File: src/rtl/prog_sequencer.sv
// prog_sequencer: fetch controller in front of the program counter.
// It launches one of three stored programs on a rising edge of Start, passes
// decoder branch requests through while running, holds the PC on halt and
// reports Done.
//
// Optional feature macro: WATCHDOG_EN. When it is defined, a RUN that reaches
// WDT_LIMIT-1 cycles without a halt is forced to DONE with Timeout=1.
//
// Ports:
//   Clk          in   system clock, all state changes on the posedge
//   Reset        in   synchronous, active-high reset
//   Start        in   level; a rising edge launches a program
//   ProgSel      in   program select, sampled with the Start edge (3 = invalid)
//   CurPC        in   current program counter value
//   HaltReq      in   decoder: current instruction is halt
//   BranchReq    in   decoder: take branch this cycle
//   BranchTarget in   decoder: absolute branch target
//   PcReset      out  program counter Reset
//   PcBranch     out  program counter BranchAbs
//   PcTarget     out  program counter Target
//   Running      out  high in RUN
//   Done         out  high in DONE
//   CycleCount   out  RUN cycles of the current or last program
//   Timeout      out  watchdog expiry flag
module prog_sequencer #(
  parameter int L         = 10,
  parameter int BASE0     = 0,
  parameter int BASE1     = 256,
  parameter int BASE2     = 512,
  parameter int CW        = 16,
  parameter int WDT_LIMIT = 4096
) (
  input  logic          Clk,
  input  logic          Reset,
  input  logic          Start,
  input  logic [1:0]    ProgSel,
  input  logic [L-1:0]  CurPC,
  input  logic          HaltReq,
  input  logic          BranchReq,
  input  logic [L-1:0]  BranchTarget,
  output logic          PcReset,
  output logic          PcBranch,
  output logic [L-1:0]  PcTarget,
  output logic          Running,
  output logic          Done,
  output logic [CW-1:0] CycleCount,
  output logic          Timeout
);

  typedef enum logic [1:0] {
    IDLE = 2'd0,
    LOAD = 2'd1,
    RUN  = 2'd2,
    DONE = 2'd3
  } state_t;

  state_t        state_r;
  state_t        state_next_s;
  logic          start_q_r;
  logic [1:0]    sel_q_r;
  logic [CW-1:0] cycle_count_r;
  logic          start_edge_s;
  logic          launch_s;
  logic          wdt_fire_s;
  logic [L-1:0]  base_addr_s;

  // A launch needs a fresh rising edge and a valid program number.
  assign start_edge_s = Start & ~start_q_r;
  assign launch_s     = start_edge_s & (ProgSel != 2'd3);

  assign PcReset    = Reset;
  assign Running    = (state_r == RUN);
  assign Done       = (state_r == DONE);
  assign CycleCount = cycle_count_r;

`ifdef WATCHDOG_EN
  logic timeout_r;

  // A halt in the same cycle wins over the watchdog.
  assign wdt_fire_s = (state_r == RUN) && !HaltReq &&
                      (cycle_count_r == CW'(WDT_LIMIT - 1));
  assign Timeout    = timeout_r;

  // Watchdog flag: set on expiry, cleared by LOAD or Reset.
  always_ff @(posedge Clk) begin
    if (Reset) begin
      timeout_r <= 1'b0;
    end else if (state_r == LOAD) begin
      timeout_r <= 1'b0;
    end else if (wdt_fire_s) begin
      timeout_r <= 1'b1;
    end else begin
      timeout_r <= timeout_r;
    end
  end
`else
  assign wdt_fire_s = 1'b0;
  assign Timeout    = 1'b0;
`endif

  // Start address of the latched program.
  always_comb begin
    base_addr_s = L'(BASE0);
    case (sel_q_r)
      2'd0:    base_addr_s = L'(BASE0);
      2'd1:    base_addr_s = L'(BASE1);
      2'd2:    base_addr_s = L'(BASE2);
      default: base_addr_s = L'(BASE0);
    endcase
  end

  // Next state and PC control; outside RUN the PC is held or loaded.
  always_comb begin
    state_next_s = state_r;
    PcBranch     = 1'b1;
    PcTarget     = CurPC;
    case (state_r)
      IDLE, DONE: begin
        if (launch_s) begin
          state_next_s = LOAD;
        end else begin
          state_next_s = state_r;
        end
      end
      LOAD: begin
        PcTarget     = base_addr_s;
        state_next_s = RUN;
      end
      RUN: begin
        if (HaltReq) begin
          // Re-load the halt address so the PC stays on it.
          PcBranch     = 1'b1;
          PcTarget     = CurPC;
          state_next_s = DONE;
        end else if (BranchReq) begin
          PcBranch     = 1'b1;
          PcTarget     = BranchTarget;
          state_next_s = wdt_fire_s ? DONE : RUN;
        end else begin
          PcBranch     = 1'b0;
          PcTarget     = CurPC;
          state_next_s = wdt_fire_s ? DONE : RUN;
        end
      end
      default: begin
        state_next_s = IDLE;
      end
    endcase
  end

  // State register, Start edge detector, program latch and RUN cycle counter.
  always_ff @(posedge Clk) begin
    // The edge detector samples Start even during reset.
    start_q_r <= Start;
    if (Reset) begin
      state_r       <= IDLE;
      sel_q_r       <= 2'd0;
      cycle_count_r <= '0;
    end else begin
      state_r <= state_next_s;
      if (((state_r == IDLE) || (state_r == DONE)) && launch_s) begin
        sel_q_r <= ProgSel;
      end else begin
        sel_q_r <= sel_q_r;
      end
      if (state_r == LOAD) begin
        cycle_count_r <= '0;
      end else if ((state_r == RUN) && !wdt_fire_s && (cycle_count_r != '1)) begin
        cycle_count_r <= cycle_count_r + CW'(1);
      end else begin
        cycle_count_r <= cycle_count_r;
      end
    end
  end

endmodule

File: config.mk
export PLATFORM = sky130hd
export DESIGN_NAME = prog_sequencer
export DESIGN_NICKNAME = d
export VERILOG_FILES = /design/src/rtl/prog_sequencer.sv
export SDC_FILE = /design/constraint.sdc
export NUM_CORES = 1
export LEC_CHECK = 0
export BUFFER_PORTS_ARGS = -buffer_cell sky130_fd_sc_hd__clkbuf_2
export CAP_MARGIN = 20
export CORE_AREA = 2 2 46 81
export CTS_CLUSTER_DIAMETER = 120
export DETAILED_ROUTE_END_ITERATION = 6
export DIE_AREA = 0 0 48 83
export GPL_ROUTABILITY_DRIVEN = 0
export HOLD_SLACK_MARGIN = 0.08
export PLACE_DENSITY = 0.76
export SLEW_MARGIN = 20
export SYNTH_ARGS = -nofsm -noshare
export SYNTH_HDL_FRONTEND = slang
export SYNTH_SLANG_ARGS = --single-unit
File: constraint.sdc
create_clock -name Clk -period 3.45 [get_ports Clk]
set_input_delay 1.035 -clock Clk [delete_from_list [all_inputs] [get_ports Clk]]
set_output_delay 1.035 -clock Clk [all_outputs]
set_load 0.02 [all_outputs]
==> impl.org <==
** Finish
- Area used by multi-input combinational logic :: slightly above 800 um2
- At the end of the flow, the number of nets in the layout was approximately 250.
- Sequential standard cell area :: between 400 and 500 um2
- Summed area of non-filler cells in the final layout :: ~1600 um2
- Area added between synthesis and finish :: 27.7%
- Fill count :: between 300 and 400
- Antenna cells :: 0
- The post-route netlist has between 30% and 40% of its cells at a drive strength greater than 1.

** Floorplan
- Full die area :: about 4000 um2
- Width of the die :: 48 um
- The floorplan step set the die height to between 80 and 90 um.
- The region available for standard cell placement spans roughly 3300 um2.
- Row count :: 28
- For this configuration, the core starts out at a cell density of roughly 39%.
- Pin placement for this block handled 58 I/O pins.

** Critical path
- STA classifies the critical path endpoint as an output port.
- Top Family by Delay on Critical Path :: simple AND/OR/NAND/NOR gates
- Crit path DAT :: around 2.0 ns
- The setup check on the worst reg-to-reg path leaves a slack of between 1 and 1.5 ns.
- Crit path largest cell delay :: around 0.45 ns
- The critical path is of the flip-flop to output port type.
- The number of buffers and inverters on the critical path is 2.
- The worst register-to-register path begins at state_r[0].
- STA puts the critical path data required time at around 2.4 ns.
- For the worst flop-to-flop path, the logic depth is 6.
- Cell with the biggest individual delay on the critical path :: sky130_fd_sc_hd__nor2_1
- The cell that appears most often on the critical path is sky130_fd_sc_hd__nor2_1.
- The endpoint identified for the worst register-to-register timing path is CycleCount[9].
- STA classifies the critical path startpoint as a flip-flop.
- Of all nets on the critical path, the largest fanout is 9.
- Cell-by-cell listing of the critical path :: inv_1 > ha_1 > nor2_1 > nor2_1 > nand2_1 > o21ai_0 > clkbuf_2

** Clocking
- The clock reaches the later pin of the worst-skew pair after roughly 0.26 ns.
- Clock tree from TritonCTS :: yes
- Number of sinks driven by the clock tree :: 21
- Hold Buf Count CTS :: 0
- In this run the clock root is driven by a sky130_fd_sc_hd__clkbuf_8.
- CTS built an H-tree with a depth of 1.
- No sink is reached through more buffers than the 2 on the longest clock path.
- Clock-pin slew was measured on the worst setup and hold paths at about 0.080 ns.
- Gates resized during post-CTS repair numbered 0.
- CTS Buf Count :: 3
- The number of setup buffers added after CTS is 0.

** Synthesis
- Synthesis produced 160 cells.
- Fraction of the yosys area taken by sequential cells :: between 30 and 40%
- Total of flip-flops plus latches after synthesis :: 21
- In the synthesized netlist the dominant register cell turns out to be sky130_fd_sc_hd__dfxtp_1.
- Number of enable-type register cells in the synthesized netlist :: 0
- Post-Syn Area per Cell :: a little over 8 um2
- Unique cell type count in the Yosys netlist :: 42
- Proportion of synthesized flip-flops having asynchronous set or reset :: 0%
- Counting every net in the synthesized netlist gives around 190.
- Total number of yosys warnings :: 0
- In this run the cell area of the synthesized design comes to about 1300 um2.

** STA
- Measured against its own limit, the worst slew margin works out to between 50% and 60%.
- The worst path in the final design needs a cycle of 3.05 ns, including I/O delays and setup.
- Of the available clock period, the critical path in the final layout requires 88.4%.
- Clock skew on the completed layout was measured at approximately 0.0038 ns.
- Setup violations remaining at the end of the flow were counted as 0.
- Fin Setup TNS :: 0 ns
- The count of endpoints failing hold in the final timing report is 0.
- For this run, the top clock speed supported by timing is 328 MHz.
- Setup repair after global routing left no endpoint under its margin.
- Final slew viol count :: 0
- Worst-Margin Slew :: roughly 0.70 ns

** Pwr
- For this design the ratio of total power to cell area is between 500 and 600 nW/um2.
- In this run the power spent charging and discharging nets is roughly 0.41 mW.
- Static leakage :: a little under 0.7 nW
- Share of power burned in the clock network :: between 10% and 20%
- IR analysis of the VDD net gives a maximum drop of 0.000391 V.
- Switching power share of the total :: approximately 45%
- Flop pwr share :: between 30 and 40%
- Logic gate share of total power :: between 50% and 60%
- Cell Int Power :: about 0.50 mW

** Hold path
- Along the worst hold path, the cell count comes to 2.
- In this run the most critical hold path is launched from state_r[1].
- The worst hold path belongs to the class flip-flop to flip-flop.
- Endpoint of the worst hold-timing path :: state_r[1]

** Global route
- GRT Total Usage :: between 10% and 20%
- Number of global-route vias before repair :: approximately 1,400
- The first global-routing pass estimated ~5500 um of wire.
- GRT overflow :: 0
- Number of antenna violations at the first check in global routing :: 0
- Pin count of the biggest net entering global routing :: 13

** Placement
- Once placement finished, the instance area stood at between 1500 and 2000 um2.
- IO buf count :: 56
- The HPWL after detailed placement is roughly 2600 um.

** Detailed routing
- The detail route stage leaves a number of antenna-violating nets equal to 0.
- Vias :: between 1,000 and 1,500
- For this run, the detailed router's first-pass iteration total came to 4.
- In the routed design, unresolved DRC markers number 0.
- For this block, the initial DRC count from the detailed router was 35.
- Detailed-route wire length :: around 3200 um
- Via-to-Cell Ratio :: 5.38
- In the final routed layout, each cell accounts on average for between 10 and 15 um.

** Flow run
- Max-capacitance violation count :: 0

** Run status
- The flow ran to the end, and the final reports show no timing, DRC or antenna violations.
-- area by class of cell --
cell class	count	area share [%]
Inverter	6	1.37
Timing Repair Buffer	57	17.5
Sequential cell	21	25.5
Tap cell	45	3.41
Multi-Input combinational cell	127	49.5
Clock buffer	4	2.73
-- synth_stat cells (2+ instances only) --
library cell / count / area (um2)
sky130_fd_sc_hd__a21oi_1: 11 / 55.1
sky130_fd_sc_hd__a31oi_1: 3 / 18.8
sky130_fd_sc_hd__buf_4: 2 / 15.0
sky130_fd_sc_hd__clkbuf_1: 2 / 7.51
sky130_fd_sc_hd__dfxtp_1: 21 / 420
sky130_fd_sc_hd__ha_1: 4 / 50.1
sky130_fd_sc_hd__inv_1: 6 / 22.5
sky130_fd_sc_hd__mux2i_1: 11 / 110
sky130_fd_sc_hd__nand2_1: 13 / 48.8
sky130_fd_sc_hd__nand2b_1: 2 / 12.5
sky130_fd_sc_hd__nand3_1: 3 / 15.0
sky130_fd_sc_hd__nand3b_1: 2 / 15.0
sky130_fd_sc_hd__nand4_1: 6 / 37.5
sky130_fd_sc_hd__nor2_1: 22 / 82.6
sky130_fd_sc_hd__nor3_1: 4 / 20.0
sky130_fd_sc_hd__nor4_1: 4 / 25.0
sky130_fd_sc_hd__o21ai_0: 9 / 45.0
sky130_fd_sc_hd__o311ai_0: 3 / 26.3
sky130_fd_sc_hd__o31ai_1: 2 / 15.0
sky130_fd_sc_hd__o41ai_1: 2 / 17.5
sky130_fd_sc_hd__or3_1: 7 / 43.8
-- cell families after synthesis --
group,synth area share (%)
compound gates,17.1
fa+ha+maj,3.88
buf+inv,4.17
flops,32.6
mux,8.53
other cells,0.290
simple gates,33.5
-- power groups by stage --
| stage | clock, mW | sequential, mW | combinational (mW) |
|---|---|---|---|
| after floorplan | 0 | 0.290 | 0.331 |
| after global placement | 0 | 0.288 | 0.471 |
| after detailed placement | 0 | 0.288 | 0.472 |
| after CTS | 0.169 | 0.282 | 0.474 |
| after global routing | 0.176 | 0.286 | 0.518 |
| final | 0.164 | 0.282 | 0.470 |
-- worst register-to-register path: cells and delay by family (launching register included) --
family          cells  cell delay (ns)
simple gates        3             1.11
flops               1             0.33
fa+ha+maj           1             0.42
buf+inv             1             0.08
compound gates      1             0.15
-- sequential cells by signal, summed over array words and instances (netlist names) --
register and flops:
CycleCount 16, sel_q_r 2, state_r 2, start_q_r 1
-- stage by stage --
step	total power [mW]	utilization [%]	hold WS, ns	setup slack, ns	instances
after floorplan	0.621	-	0.463	0.373	160
after global placement	0.758	48.2	0.485	0.443	256
after detailed placement	0.760	48.2	0.489	0.424	256
after CTS	0.925	49.5	0.500	0.399	260
after global routing	0.980	49.5	0.543	0.198	260
final	0.916	49.5	0.505	0.400	260
-- metal layers --
layer	share of wire [%]	GRT usage (%)	vias up
met5	0	0	-
li1	-	-	704
met4	0.77	7.13	0
met1	39	19.5	649
met3	5.1	1.96	4
met2	55	31.4	43
-- worst max-delay path by stage --
stage	start	to	cells past startpoint
6_report	state_r[0]	PcTarget[8]	7
5_1_grt	state_r[0]	PcTarget[8]	7
4_1_cts	state_r[0]	PcTarget[8]	7
3_5_place_dp	HaltReq	PcTarget[5]	6
3_3_place_gp	HaltReq	PcTarget[5]	6
2_1_floorplan	HaltReq	PcTarget[0]	4
-- layout by cell type, fill, tap and decap left out, drive strengths merged --
master / count
a221oi: 1
a21oi: 11
conb: 1
clkbuf: 60
o41ai: 2
mux2i: 11
nor4: 5
nand2: 13
or3: 9
and3: 2
o311ai: 3
nand4: 7
nand3b: 2
o31ai: 2
nand2b: 2
nor3b: 1
a311oi: 1
a31oi: 3
ha: 4
and3b: 1
o211ai: 1
or2: 1
inv: 6
and4b: 1
nor3: 4
o21ai: 9
buf: 1
o211a: 1
nor2: 22
nand3: 4
or4: 2
dfxtp: 21
o21a: 1
(Power assumes the default switching activity.)
